**src/rtl/axis_hdr_pkg.sv**
```systemverilog
// Shared types and keep/count helpers for the AXI Stream header extractor.
package axis_hdr_pkg;

  localparam int unsigned MAX_BYTES = 64;

  typedef logic [7:0]           byte_cnt_t;
  typedef logic [MAX_BYTES-1:0] keep_t;

  typedef enum logic [1:0] {
    IDLE  = 2'd0,
    BODY  = 2'd1,
    FLUSH = 2'd2
  } state_t;

  function automatic byte_cnt_t keep2cnt(keep_t keep);
    byte_cnt_t cnt;
    cnt = '0;
    for (int unsigned i = 0; i < MAX_BYTES; i++) begin
      cnt = cnt + byte_cnt_t'(keep[i]);
    end
    return cnt;
  endfunction

  function automatic keep_t cnt2keep_lsb(byte_cnt_t cnt);
    if (cnt >= byte_cnt_t'(MAX_BYTES)) return '1;
    return (keep_t'(1) << cnt) - keep_t'(1);
  endfunction

  // MSB-contiguous mask of cnt ones inside an nbytes-wide keep
  function automatic keep_t cnt2keep_msb(byte_cnt_t cnt, byte_cnt_t nbytes);
    return cnt2keep_lsb(cnt) << (nbytes - cnt);
  endfunction

endpackage

```
**src/rtl/axi_stream_extract_header_realigner.sv**
```systemverilog
// Merges the left-aligned residue with the next beat and splits the result into
// one output beat plus the bytes that spill into the next residue.
module byte_realigner
  import axis_hdr_pkg::*;
#(
  parameter int DATA_WD      = 32,
  parameter int DATA_BYTE_WD = DATA_WD / 8
) (
  input  logic [DATA_WD-1:0]      res_data_i,
  input  byte_cnt_t               res_cnt_i,
  input  logic [DATA_WD-1:0]      beat_data_i,
  input  logic [DATA_BYTE_WD-1:0] beat_keep_i,
  output logic [DATA_WD-1:0]      out_data_o,
  output logic [DATA_BYTE_WD-1:0] out_keep_o,
  output logic [DATA_WD-1:0]      res_data_o,
  output byte_cnt_t               res_cnt_o,
  output logic                    overflow_o
);

  localparam byte_cnt_t NB = byte_cnt_t'(DATA_BYTE_WD);

  logic [DATA_WD-1:0]   beat_mask;
  logic [2*DATA_WD-1:0] merged;
  byte_cnt_t            total;

  always_comb begin
    beat_mask = '0;
    for (int unsigned i = 0; i < DATA_BYTE_WD; i++) begin
      beat_mask[i*8 +: 8] = {8{beat_keep_i[i]}};
    end
    total  = res_cnt_i + keep2cnt(keep_t'(beat_keep_i));
    // invalid tail bytes are cleared so they never pollute a later residue
    merged = {res_data_i, {DATA_WD{1'b0}}}
           | ({beat_data_i & beat_mask, {DATA_WD{1'b0}}} >> {res_cnt_i, 3'b000});
    overflow_o = total > NB;
    out_data_o = merged[2*DATA_WD-1 -: DATA_WD];
    res_data_o = merged[DATA_WD-1:0];
    res_cnt_o  = overflow_o ? total - NB : '0;
    out_keep_o = (total >= NB) ? '1 : DATA_BYTE_WD'(cnt2keep_msb(total, NB));
  end

endmodule

```
**src/rtl/skidbuffer.sv**
```systemverilog
// Two-entry skid buffer: registered output, ready_o driven only from a register.
module skidbuffer #(
  parameter int WIDTH = 8
) (
  input  logic             clk,
  input  logic             rst_n,
  input  logic             in_valid_i,
  output logic             in_ready_o,
  input  logic [WIDTH-1:0] in_data_i,
  output logic             out_valid_o,
  input  logic             out_ready_i,
  output logic [WIDTH-1:0] out_data_o
);

  logic             out_vld_q;
  logic             skid_vld_q;
  logic [WIDTH-1:0] out_q;
  logic [WIDTH-1:0] skid_q;

  assign in_ready_o  = !skid_vld_q;
  assign out_valid_o = out_vld_q;
  assign out_data_o  = out_q;

  always_ff @(posedge clk) begin
    if (!rst_n) begin
      out_vld_q  <= 1'b0;
      skid_vld_q <= 1'b0;
    end else if (out_ready_i || !out_vld_q) begin
      out_vld_q  <= skid_vld_q || in_valid_i;
      skid_vld_q <= 1'b0;
    end else if (in_valid_i && !skid_vld_q) begin
      skid_vld_q <= 1'b1;
    end
  end

  always_ff @(posedge clk) begin
    if (out_ready_i || !out_vld_q) begin
      out_q <= skid_vld_q ? skid_q : in_data_i;
    end
    if (in_valid_i && !skid_vld_q && out_vld_q && !out_ready_i) begin
      skid_q <= in_data_i;
    end
  end

endmodule

```
**src/rtl/axi_stream_extract_header.sv**
```systemverilog
// Strips a per-packet 1..DATA_BYTE_WD byte header from an AXI Stream and forwards
// the realigned payload; header and payload leave through independent skid buffers.
module axi_stream_extract_header
  import axis_hdr_pkg::*;
#(
  parameter int DATA_WD      = 32,
  parameter int DATA_BYTE_WD = DATA_WD / 8,
  parameter int BYTE_CNT_WD  = $clog2(DATA_BYTE_WD)
) (
  input  logic                    clk,
  input  logic                    rst_n,
  input  logic                    valid_in,
  output logic                    ready_in,
  input  logic [DATA_WD-1:0]      data_in,
  input  logic [DATA_BYTE_WD-1:0] keep_in,
  input  logic                    last_in,
  output logic                    valid_out,
  input  logic                    ready_out,
  output logic [DATA_WD-1:0]      data_out,
  output logic [DATA_BYTE_WD-1:0] keep_out,
  output logic                    last_out,
  input  logic                    valid_cfg,
  output logic                    ready_cfg,
  input  logic [BYTE_CNT_WD-1:0]  byte_strip_cnt,
  output logic                    valid_header,
  input  logic                    ready_header,
  output logic [DATA_WD-1:0]      data_header,
  output logic [DATA_BYTE_WD-1:0] keep_header
);

  localparam byte_cnt_t NB    = byte_cnt_t'(DATA_BYTE_WD);
  localparam int        PL_WD = DATA_WD + DATA_BYTE_WD + 1;
  localparam int        HD_WD = DATA_WD + DATA_BYTE_WD;

  state_t             state_q, state_d;
  logic [DATA_WD-1:0] res_q, res_d;
  byte_cnt_t          res_cnt_q, res_cnt_d;

  byte_cnt_t v_in, h_in, hmin;
  logic      pl_rdy, hd_rdy, pl_push, hd_push, pl_vld, hd_vld;
  logic [DATA_WD-1:0]      pl_data, hd_data;
  logic [DATA_BYTE_WD-1:0] pl_keep, hd_keep;
  logic                    pl_last;

  logic [DATA_WD-1:0]      ra_data, ra_res;
  logic [DATA_BYTE_WD-1:0] ra_keep;
  byte_cnt_t               ra_res_cnt;
  logic                    ra_ovf;

  assign v_in = keep2cnt(keep_t'(keep_in));
  assign h_in = byte_cnt_t'(byte_strip_cnt) + 8'd1;
  assign hmin = (v_in < h_in) ? v_in : h_in;

  // config and first beat are only ever consumed together
  assign ready_in  = rst_n && pl_rdy &&
                     (((state_q == IDLE) && valid_cfg && hd_rdy) || (state_q == BODY));
  assign ready_cfg = rst_n && (state_q == IDLE) && pl_rdy && hd_rdy && valid_in;

  byte_realigner #(
    .DATA_WD      (DATA_WD),
    .DATA_BYTE_WD (DATA_BYTE_WD)
  ) u_realigner (
    .res_data_i  (res_q),
    .res_cnt_i   (res_cnt_q),
    .beat_data_i (data_in),
    .beat_keep_i (keep_in),
    .out_data_o  (ra_data),
    .out_keep_o  (ra_keep),
    .res_data_o  (ra_res),
    .res_cnt_o   (ra_res_cnt),
    .overflow_o  (ra_ovf)
  );

  always_comb begin
    state_d   = state_q;
    res_d     = res_q;
    res_cnt_d = res_cnt_q;
    hd_push   = 1'b0;
    pl_push   = 1'b0;
    hd_data   = data_in >> {NB - hmin, 3'b000};
    hd_keep   = DATA_BYTE_WD'(cnt2keep_lsb(hmin));
    pl_data   = ra_data;
    pl_keep   = ra_keep;
    pl_last   = 1'b0;
    case (state_q)
      IDLE: begin
        if (valid_in && ready_in) begin
          hd_push   = 1'b1;
          res_d     = data_in << {h_in, 3'b000};
          res_cnt_d = (v_in > h_in) ? v_in - h_in : '0;
          if (!last_in)         state_d = BODY;
          else if (v_in > h_in) state_d = FLUSH;
        end
      end
      BODY: begin
        if (valid_in && ready_in) begin
          pl_push   = 1'b1;
          res_d     = ra_res;
          res_cnt_d = ra_res_cnt;
          if (last_in) begin
            pl_last = !ra_ovf;
            state_d = ra_ovf ? FLUSH : IDLE;
          end
        end
      end
      FLUSH: begin
        if (pl_rdy) begin
          pl_push   = 1'b1;
          pl_data   = res_q;
          pl_keep   = DATA_BYTE_WD'(cnt2keep_msb(res_cnt_q, NB));
          pl_last   = 1'b1;
          res_cnt_d = '0;
          state_d   = IDLE;
        end
      end
      default: state_d = IDLE;
    endcase
  end

  always_ff @(posedge clk) begin
    if (!rst_n) begin
      state_q   <= IDLE;
      res_q     <= '0;
      res_cnt_q <= '0;
    end else begin
      state_q   <= state_d;
      res_q     <= res_d;
      res_cnt_q <= res_cnt_d;
    end
  end

  skidbuffer #(.WIDTH(PL_WD)) u_pl_skid (
    .clk         (clk),
    .rst_n       (rst_n),
    .in_valid_i  (pl_push),
    .in_ready_o  (pl_rdy),
    .in_data_i   ({pl_data, pl_keep, pl_last}),
    .out_valid_o (pl_vld),
    .out_ready_i (ready_out),
    .out_data_o  ({data_out, keep_out, last_out})
  );

  skidbuffer #(.WIDTH(HD_WD)) u_hd_skid (
    .clk         (clk),
    .rst_n       (rst_n),
    .in_valid_i  (hd_push),
    .in_ready_o  (hd_rdy),
    .in_data_i   ({hd_data, hd_keep}),
    .out_valid_o (hd_vld),
    .out_ready_i (ready_header),
    .out_data_o  ({data_header, keep_header})
  );

  assign valid_out    = pl_vld && rst_n;
  assign valid_header = hd_vld && rst_n;

endmodule
```
**config.mk**
```make
export PLATFORM = sky130hd
export DESIGN_NAME = axi_stream_extract_header
export DESIGN_NICKNAME = d
export VERILOG_FILES = /design/src/rtl/axis_hdr_pkg.sv /design/src/rtl/axi_stream_extract_header_realigner.sv /design/src/rtl/skidbuffer.sv /design/src/rtl/axi_stream_extract_header.sv
export SDC_FILE = /design/constraint.sdc
export NUM_CORES = 1
export LEC_CHECK = 0
export CELL_PAD_IN_SITES_DETAIL_PLACEMENT = 0
export CELL_PAD_IN_SITES_GLOBAL_PLACEMENT = 1
export CORE_MARGIN = 4
export CORE_UTILIZATION = 49
export CTS_CLUSTER_SIZE = 10
export DETAILED_ROUTE_END_ITERATION = 6
export PLACE_DENSITY = 0.84
export SLEW_MARGIN = 20
export SYNTH_ARGS = -nofsm -noshare
export SYNTH_HDL_FRONTEND = slang
export SYNTH_SLANG_ARGS = --single-unit
```
**constraint.sdc**
```tcl
create_clock -name clk -period 22.5 [get_ports clk]
set_input_delay 6.75 -clock clk [delete_from_list [all_inputs] [get_ports clk]]
set_output_delay 6.75 -clock clk [all_outputs]
set_load 0.01 [all_outputs]
```
==> results of run 1 <==
==> cell families (layout without fill, tap and decap cells) <==
| logic type | count (synthesis) | in the layout | share of synthesized area [%] |
|---|---|---|---|
| DFF | 192 | 192 | 48.67 |
| muxes | 87 | 87 | 8.609 |
| adders and majority gates | 29 | 29 | 3.604 |
| AOI/OAI and AO/OA | 306 | 306 | 21.51 |
| and+or+nand+nor | 299 | 299 | 12.49 |
| buffers and inverters | 101 | 190 | 3.753 |
| xor gates and xnor gates | 11 | 11 | 1.366 |
==> where the power goes <==
group	switching (uW)	internal (uW)	leakage, uW	total [uW]
clock network	152	153	0.000294	306
logic	473	351	0.00293	823
registers	43.1	490	0.00188	534
total	668	994	0.00510	1660
==> flip-flops by register name, indices dropped and copies added (netlist names) <==
| name | count |
|---|---|
| state_q | 2 |
| u_pl_skid.skid_q | 37 |
| res_cnt_q | 8 |
| u_hd_skid.skid_q | 36 |
| res_q | 32 |
| u_hd_skid.skid_vld_q | 1 |
| u_pl_skid.out_data_o | 37 |
| u_pl_skid.out_valid_o | 1 |
| u_pl_skid.skid_vld_q | 1 |
| u_hd_skid.out_data_o | 36 |
| u_hd_skid.out_valid_o | 1 |
==> final timing paths <==
kind                                                end  cells after the start
worst max-delay path                          ready_cfg                      5
worst max register to register  u_pl_skid.out_data_o[4]                     16
worst min register to register                 res_q[7]                      1
worst min-delay path                           res_q[7]                      1
==> worst max-delay path: cells and delay by family <==
| family | cells | cell delay (ns) |
|---|---|---|
| buffers and inverters | 3 | 2.11 |
| AND/OR/NAND/NOR | 2 | 0.29 |
==> cells in the final DEF (no fill, tap or decap), types with 16 or more instances in the layout <==
cell / synthesis / routed
a21oi_1: 39 / 39
a22oi_1: 32 / 32
clkbuf_16: 0 / 17
a22o_1: 16 / 16
edfxtp_1: 146 / 146
o31ai_1: 19 / 19
o211a_1: 18 / 18
a21o_1: 23 / 23
o21ai_0: 34 / 34
nor3_1: 23 / 19
clkdlybuf4s50_1: 0 / 121
nor2_1: 76 / 76
nand2_1: 118 / 118
a211oi_1: 16 / 16
o21bai_1: 17 / 17
dfxtp_1: 46 / 46
ha_1: 25 / 25
mux2_2: 50 / 50
inv_1: 21 / 21
nand3_1: 19 / 19
mux2i_1: 36 / 35
==> layout make-up <==
cell class | count | share of cell area, %
Sequential cell | 192 | 41.22
Tap cell | 280 | 2.722
Clock buffer | 18 | 3.412
Timing Repair Buffer | 131 | 9.993
Multi-Input combinational cell | 732 | 40.60
Inverter | 27 | 0.7874
Clock inverter | 14 | 1.264
==> routing by layer <==
layer / vias to the layer above / track usage [%]
li1: 4048 / -
met1: 4252 / 36.37
met2: 387 / 39.04
met3: 71 / 3.409
met4: 0 / 9.340
met5: - / 0
==> metrics by stage <==
stage	instance area [sq um]	power (uW)
2_1_floorplan	10900	1081
3_3_place_gp	12250	1340
3_5_place_dp	12250	1351
4_1_cts	12850	1659
5_1_grt	12870	1766
6_report	12870	1662
==> run summary, run 1 <==
status: complete, no violations
DR vias: 8758
Seq cells post-synth: 192
reg-to-reg startpoint: res_cnt_q[1]
final worst slack: 6.576 ns
worst hold slack: 0.4987 ns
area leader, netlist: edfxtp_1
Storage cell area: 5305 sq um
fin cells: 1394
CTS Buf Count: 17
Static Leakage: 0.005102 uW
Slowest-stage cell, CP: clkdlybuf4s50_1
setup violators final: 0
final core utilization: 58.98%
wire length per cell: 22.53 microns
Num Clock Sinks: 192
post-synthesis sequential area ratio: 48.67%
antenna violations before repair: 0
Avg Cell Area, Syn: 10.63 sq um
Resize count post-CTS: 0
EDFF count, synth: 146
crit path from: rst_n
Nets: 1175
Initial Util: 49.95%
HPWL Detailed: 21770 microns
global-route wire length before repair: 48520 microns
Clock Skew: 0.01255 ns
R2R Setup Slk: 16.94 ns
total global routing overflow: 0
Synth Instances: 1025
WL met3: 2231 microns
GRT Total Usage: 25.20%
Clock Tree Buf Depth: 2
vias per cell: 6.283
Final Max Tran Viols: 0
commonest cells in the netlist: edfxtp_1 (146), nand2_1 (118), nor2_1 (76)
Hold Crit Class: flop to flop
syn_nets: 1099
Least-Margin Pin Slew: 1.033 ns
maximum VDD drop: 0.08924 mV
gp weighted congestion: 0.9424
Die W: 157.2 microns
Async S/R FF share, synth: 0%
critical path required time: 15.75 ns
CTS Hold Bufs: 0
footprint of the multi-input gates: 5226 sq um
Hold Startpoint: res_q[7]
CP arrival: 9.17 ns
Inst Count DP: 1362
Metal-1 WL: 13990 microns
power density over the cells: 129.1 nW/um^2
unrepaired setup endpoints after global routing: false
Row Count: 54
Crit Path Class: input pin to output port
CTS tree: done
Area growth syn-to-layout: 18.08%
pre-CTS WS: 6.626 ns
Synth area leaders: edfxtp_1 (40%), dfxtp_1 (8.4%), mux2_2 (5.2%)
CP max FO: 30
Worst-Skew Late Latency: 0.44 ns
drt drc: 0
layout cells sized above 1: 12.30%
top layer in use: met4
mapped cell area: 10900 sq um
count leader, synth: edfxtp_1
drt initial violations: 854
Sum Neg Setup Slack: 0 ns
crit-path max cell delay: 1.09 ns
Cell Chain, Critical Path: clkdlybuf4s50_1, buf_4, nand2_1, nor3_1, clkdlybuf4s50_1
core outline area: 21820 sq um
period utilization: 70.77%
Worst-path clk slew: 0.08 ns
min Tclk post-route: 15.92 ns
vias in the first global route: 8435
final antenna-violating net count: 0
Max Cap Viol: 0
final hold vios: 0
most used cell, CP: clkdlybuf4s50_1
FMAX: 62.80 MHz
Synth top area share: 40.22%
FILL cells: 1853
YS warnings: 0
diode count: 0
H-Tree Level Count: 4
root buffer cell: clkbuf_16
Met2 Wirelength: 14160 microns
CP endpoint kind: output port
die area: 24700 sq um
worst rel slew slack: 30.62%
Die Y: 157.2 microns
routed wire length: 31410 microns
Critical Path Source Type: input pin
Top FF cell, synth: edfxtp_1
postcts setup bufs: 0
IO Pins: 122
largest net degree at the start of global routing: 62
number of I/O port buffers: 121
Netlist cell types: 82
Detailed Routing Iterations Pass 1: 7
(Power assumes the default switching activity.)
==> run 2: changes to the inputs <==
Settings changed: CORE_UTILIZATION 49 to 45, PLACE_DENSITY 0.84 to 0.77.
Clock period 22.5 ns to 16.1 ns, I/O delays scaled along.
==> run 2 against run 1 <==
Compared with the run above:
- core utilization down 4.4 points
- critical path depth unchanged
- sequential share of layout area down 0.17 points
- die area up 8.4%
- largest cell class unchanged
- routed wire length up 0.81%
- critical path type unchanged
- critical endpoint unchanged
- highest routed layer unchanged
- clock skew up 0.0013 ns
==> run summary, run 2 (synthesis gave the netlist of run 1 again) <==
power density over the cells: 180.3 nW/um^2 (+40%)
status: complete, no violations
CP arrival: 6.93 ns (-2.24 ns)
Register-to-Register Path Depth: 17 (+1)
layout cells sized above 1: 12.28% (-0.022 points)
global-route wire length before repair: 48980 microns (+0.95%)
CTS Hold Bufs: 0 (unchanged)
FMAX: 85.04 MHz
Area growth syn-to-layout: 18.56%
CP max FO: 39 (+30%)
Static Leakage: 0.005108 uW (+0.12%)
drt drc: 0 (unchanged)
vias in the first global route: 8281 (-1.8%)
commonest non-fill, non-tap cell in the layout: edfxtp_1
Detailed Routing Iterations Pass 1: 5 (-2)
CTS Buf Count: 17 (unchanged)
H-Tree Level Count: 4 (unchanged)
HPWL Detailed: 22140 microns (+1.7%)
wire length per cell: 22.07 microns (-2.1%)
most frequent cells in the layout: edfxtp_1 (146), clkdlybuf4s50_1 (121), nand2_1 (118)
critical path required time: 11.27 ns (-4.48 ns)
antenna violations before repair: 0 (unchanged)
M2 GR Usage: 36.81% (-2.2 points)
final worst slack: 4.341 ns (-2.235 ns)
die area: 26780 sq um (+8.4%)
total global routing overflow: 0 (unchanged)
worst hold stages: 1 (unchanged)
routed wire length: 31670 microns (+0.81%)
setup violators final: 0 (unchanged)
Clock Skew: 0.01385 ns (+0.001303 ns)
root buffer cell: clkbuf_16
Inst Count DP: 1403 (+3.0%)
maximum VDD drop: 0.09757 mV (+9.3%)
grt met3 use: 3.911% (+0.50 points)
number of I/O port buffers: 121 (unchanged)
Num Clock Sinks: 192 (unchanged)
min Tclk post-route: 11.76 ns
met1 Use GR: 34.36% (-2.0 points)
Critical Path Source Type: input pin
Die W: 163.6 microns (+4.1%)
IO Pins: 122 (unchanged)
worst rel slew slack: 24.66% (-6.0 points)
core outline area: 23680 sq um (+8.5%)
Worst-Skew Late Latency: 0.44 ns (about the same)
Hold Crit Class: flop to flop
largest net degree at the start of global routing: 62 (unchanged)
unrepaired setup endpoints after global routing: false
diode count: 0 (unchanged)
Sum Neg Setup Slack: 0 ns (unchanged)
final hold vios: 0 (unchanged)
Least-Margin Pin Slew: 1.121 ns (+0.08869 ns)
Final Max Tran Viols: 0 (unchanged)
Resize count post-CTS: 0 (unchanged)
R2R Setup Slk: 11.16 ns (-5.78 ns)
Die Y: 163.6 microns (+4.1%)
GRT Total Usage: 23.71% (-1.5 points)
fin cells: 1435 (+2.9%)
Nets: 1177 (+0.17%)
postcts setup bufs: 0 (unchanged)
Crit Path Class: input pin to output port
final instance area: 12920 sq um (+0.41%)
FILL cells: 2150 (+16%)
pre-CTS WS: 4.341 ns (-2.286 ns)
vias per cell: 6.033 (-4.0%)
CP endpoint kind: output port
Clock Tree Buf Depth: 2 (unchanged)
DR vias: 8658 (-1.1%)
period utilization: 73.04%
Worst-path clk slew: 0.08 ns (about the same)
final antenna-violating net count: 0 (unchanged)
GR peak layer: met2
post-placement cell area: 12320 sq um (+0.52%)
drt initial violations: 937 (+9.7%)
gp weighted congestion: 0.9116 (-3.3%)
Initial Util: 46.03% (-3.9 points)
Max Cap Viol: 0 (unchanged)
Row Count: 56 (+3.7%)
CTS tree: done
[run 2: changes by cell type in the layout (fill, tap and decap cells not counted)]
| cell | previous run | this run |
|---|---|---|
| inv_12 | 1 | 0 |
| clkinv_4 | 4 | 3 |
| buf_4 | 10 | 12 |
| clkinv_8 | 3 | 4 |
| nor3_2 | 4 | 3 |
| nor4_1 | 1 | 2 |
| inv_6 | 2 | 3 |
| nor4_2 | 1 | 0 |
| nor3_1 | 19 | 20 |
[run 2: final cells by class]
class                           instances  area, sq um  share of cell area [%]
Sequential cell                       192         5305                   41.05
Multi-Input combinational cell        732         5215                   40.35
Timing Repair Buffer                  133         1301                   10.07
Clock buffer                           18        439.2                   3.398
Tap cell                              319        399.1                   3.088
Clock inverter                         14        162.7                   1.259
Inverter                               27        101.3                  0.7842
[run 2: worst max-delay path: stages]
cell and delay (ns):
clkdlybuf4s50_1 0.76, buf_4 0.47, nand2_1 0.14, nor3_1 0.15, clkdlybuf4s50_1 0.57
[run 2: per-layer routing]
layer | routed length (microns) | part of all wire (%)
met5 | 0 | 0
met4 | 635 | 2.0
met2 | 14530 | 46
met3 | 2195 | 6.9
met1 | 14310 | 45
[run 2: final timing paths]
| path | endpoint | from |
|---|---|---|
| max reg2reg | u_pl_skid.out_data_o[4] | res_cnt_q[1] |
| max | ready_cfg | rst_n |
| min reg2reg | res_q[5] | res_q[5] |
| min | res_q[5] | res_q[5] |
[run 2: metrics by stage]
stage          power, uW  hold slack, ns  utilization (%)
3_5_place_dp        1893          0.4817            52.01
6_report            2330          0.4962            54.57
4_1_cts             2329          0.5006            54.55
5_1_grt             2477          0.5199            54.57
3_3_place_gp        1883          0.4740            52.01
2_1_floorplan       1510          0.4666                -
[run 2: where the power goes]
group          leakage, uW  total (uW)  switching (uW)  internal [uW]
sequential         0.00188         738            53.0            685
combinational      0.00293        1160             669            492
clock             0.000294         431             217            214
total              0.00511        2330             939           1390
==> run 3: changes to the inputs <==
Settings changed: CORE_UTILIZATION 45 to 41, PLACE_DENSITY 0.77 to 0.74.
Clock period 16.1 ns to 9.9 ns, I/O delays scaled along.
==> run 3 against run 2 <==
Compared with the run above:
- final cell count rose by 1.3%
- via count rose by 1.1%
- non-clock buffer count rose by 1
- critical endpoint is now u_hd_skid.out_data_o[32]
- highest routed layer unchanged
==> run summary, run 3 (synthesis gave the netlist of run 1 again) <==
final antenna-violating net count: 0 (unchanged)
drt drc: 0 (unchanged)
min Tclk post-route: 8.461 ns
final hold vios: 0 (unchanged)
Comb power frac: 50.0% (+0.2 points)
period utilization: 85.47%
power density over the cells: 294.2 nW/um^2 (+63%)
instance count on the critical path: 17 (+12)
CTS Buf Count: 17 (unchanged)
worst hold slack: 0.4960 ns (-0.0001850 ns)
worst rel slew slack: 28.91% (+4.3 points)
wire length per cell: 22.67 microns (+2.7%)
M2 GR Usage: 34.68% (-2.1 points)
met1 Use GR: 30.68% (-3.7 points)
total power: 3808 uW (+63%)
core outline area: 26130 sq um (+10%)
R2R Setup Slk: 5.38 ns (-5.78 ns)
status: complete, no violations
Die Y: 171.1 microns (+4.5%)
vias in the first global route: 8499 (+2.6%)
H-Tree Level Count: 4 (unchanged)
CTS Hold Bufs: 0 (unchanged)
FILL cells: 2470 (+15%)
Sum Neg Setup Slack: 0 ns (unchanged)
Nets: 1178 (+0.085%)
most frequent cells in the layout: edfxtp_1 (146), clkdlybuf4s50_1 (121), nand2_1 (118)
Crit Path Class: input pin to flop
DR vias: 8749 (+1.1%)
Static Leakage: 0.005107 uW (about the same)
commonest non-fill, non-tap cell in the layout: edfxtp_1
Num Clock Sinks: 192 (unchanged)
gp weighted congestion: 0.9174 (+0.64%)
switch share: 40.23% (-0.056 points)
crit-path max cell delay: 0.72 ns (-0.04 ns)
Resize count post-CTS: 0 (unchanged)
Max Cap Viol: 0 (unchanged)
largest net degree at the start of global routing: 62 (unchanged)
global-route wire length before repair: 49980 microns (+2.0%)
internal power: 2276 uW (+64%)
CP max FO: 26 (-33%)
critical path required time: 10.21 ns (-1.06 ns)
Register-to-Register Path Depth: 14 (-3)
Least-Margin Pin Slew: 1.058 ns (-0.06328 ns)
FMAX: 118.2 MHz
Worst-path clk slew: 0.08 ns (about the same)
CP endpoint kind: flop
Area growth syn-to-layout: 18.77%
crit path to: u_hd_skid.out_data_o[32]
setup violators final: 0 (unchanged)
Reg power frac: 31.6% (about the same)
Clk pwr share: 18.4% (about the same)
most used cell, CP: ha_1
GRT Total Usage: 22.17% (-1.5 points)
routed wire length: 32940 microns (+4.0%)
postcts setup bufs: 0 (unchanged)
grt met3 use: 4.598% (+0.69 points)
Detailed Routing Iterations Pass 1: 5 (unchanged)
layout cells sized above 1: 12.26% (about the same)
GR peak layer: met2
Critical Path Source Type: input pin
Clock Skew: 0.01779 ns (+0.003942 ns)
crit path from: keep_in[0]
CTS tree: done
number of I/O port buffers: 121 (unchanged)
final core utilization: 49.54% (-5.0 points)
reg-to-reg startpoint: res_cnt_q[1]
Cell Chain, Critical Path: clkdlybuf4s50_1, fa_1, ha_1, ha_1, fa_1, fa_1, mux2i_2, buf_4, inv_2, ha_1, inv_1, ha_1, or3b_2, or2_2, nor2_2, and2_1, mux2_2
reg-to-reg endpoint: u_pl_skid.out_data_o[3]
total global routing overflow: 0 (unchanged)
WP buf/inv: 4 (+1)
HPWL Detailed: 23040 microns (+4.0%)
vias per cell: 6.021 (-0.20%)
Net Sw Power: 1532 uW (+63%)
IO Pins: 122 (unchanged)
Worst-Skew Late Latency: 0.44 ns (about the same)
Slowest-stage cell, CP: or3b_2
maximum VDD drop: 0.2072 mV (+110%)
unrepaired setup endpoints after global routing: false
Initial Util: 41.71% (-4.3 points)
CP arrival: 8.77 ns (+1.84 ns)
root buffer cell: clkbuf_16
Final Max Tran Viols: 0 (unchanged)
antenna violations before repair: 0 (unchanged)
Clock Tree Buf Depth: 2 (unchanged)
die area: 29260 sq um (+9.3%)
Hold Crit Class: flop to flop
Die W: 171.1 microns (+4.5%)
Row Count: 59 (+5.4%)
drt initial violations: 755 (-19%)
largest delay contributor family on the critical path: adder cells
## run 3: cell count changes in the layout (fill, tap and decap cells not counted), sizes merged
cell	previous run	this run
bufinv	0	1
clkbuf	18	17
buf	12	13
diode	0	1
## run 3: final cells by class
type	instances	area, sq um	share of cell area [%]
diodes	1	2.502	0.01933
clock buffers	17	425.4	3.286
clock inverters	15	168.9	1.305
inverters	27	101.3	0.7828
multi-input cells	732	5215	40.28
flip-flops and latches	192	5305	40.98
well taps	335	419.2	3.238
repair buffers	134	1309	10.11
## run 3: worst min path at each step
stage / to / from / cells past startpoint / slack, ns
5_1_grt: res_q[4] / res_q[4] / 1 / 0.53
6_report: res_q[1] / res_q[1] / 1 / 0.50
3_3_place_gp: res_q[0] / res_q[0] / 1 / 0.47
3_5_place_dp: res_q[1] / res_q[1] / 1 / 0.48
4_1_cts: res_q[1] / res_q[1] / 1 / 0.50
2_1_floorplan: res_q[0] / res_q[0] / 1 / 0.47
## run 3: routing by layer
layer | routed length [microns] | part of all wire (%) | vias to the layer above
met3 | 2134 | 6.5 | 66
li1 | - | - | 4044
met1 | 14850 | 45 | 4289
met2 | 15040 | 46 | 350
met5 | 0 | 0 | -
met4 | 919 | 2.8 | 0
## run 3: power groups by stage
stage | registers, uW | logic [uW] | clock network [uW]
6_report | 1200 | 1900 | 702
5_1_grt | 1220 | 2070 | 752
4_1_cts | 1210 | 1890 | 715
3_5_place_dp | 1220 | 1870 | 0
3_3_place_gp | 1220 | 1870 | 0
2_1_floorplan | 1250 | 1210 | 0
## run 3: metrics by stage
stage,area (sq um),setup slack [ns],cells
floorplan,10900,2.001,1025
global placement,12340,1.196,1420
detailed placement,12340,1.033,1420
CTS,12940,1.474,1452
global route,12940,1.219,1452
finish,12950,1.439,1453
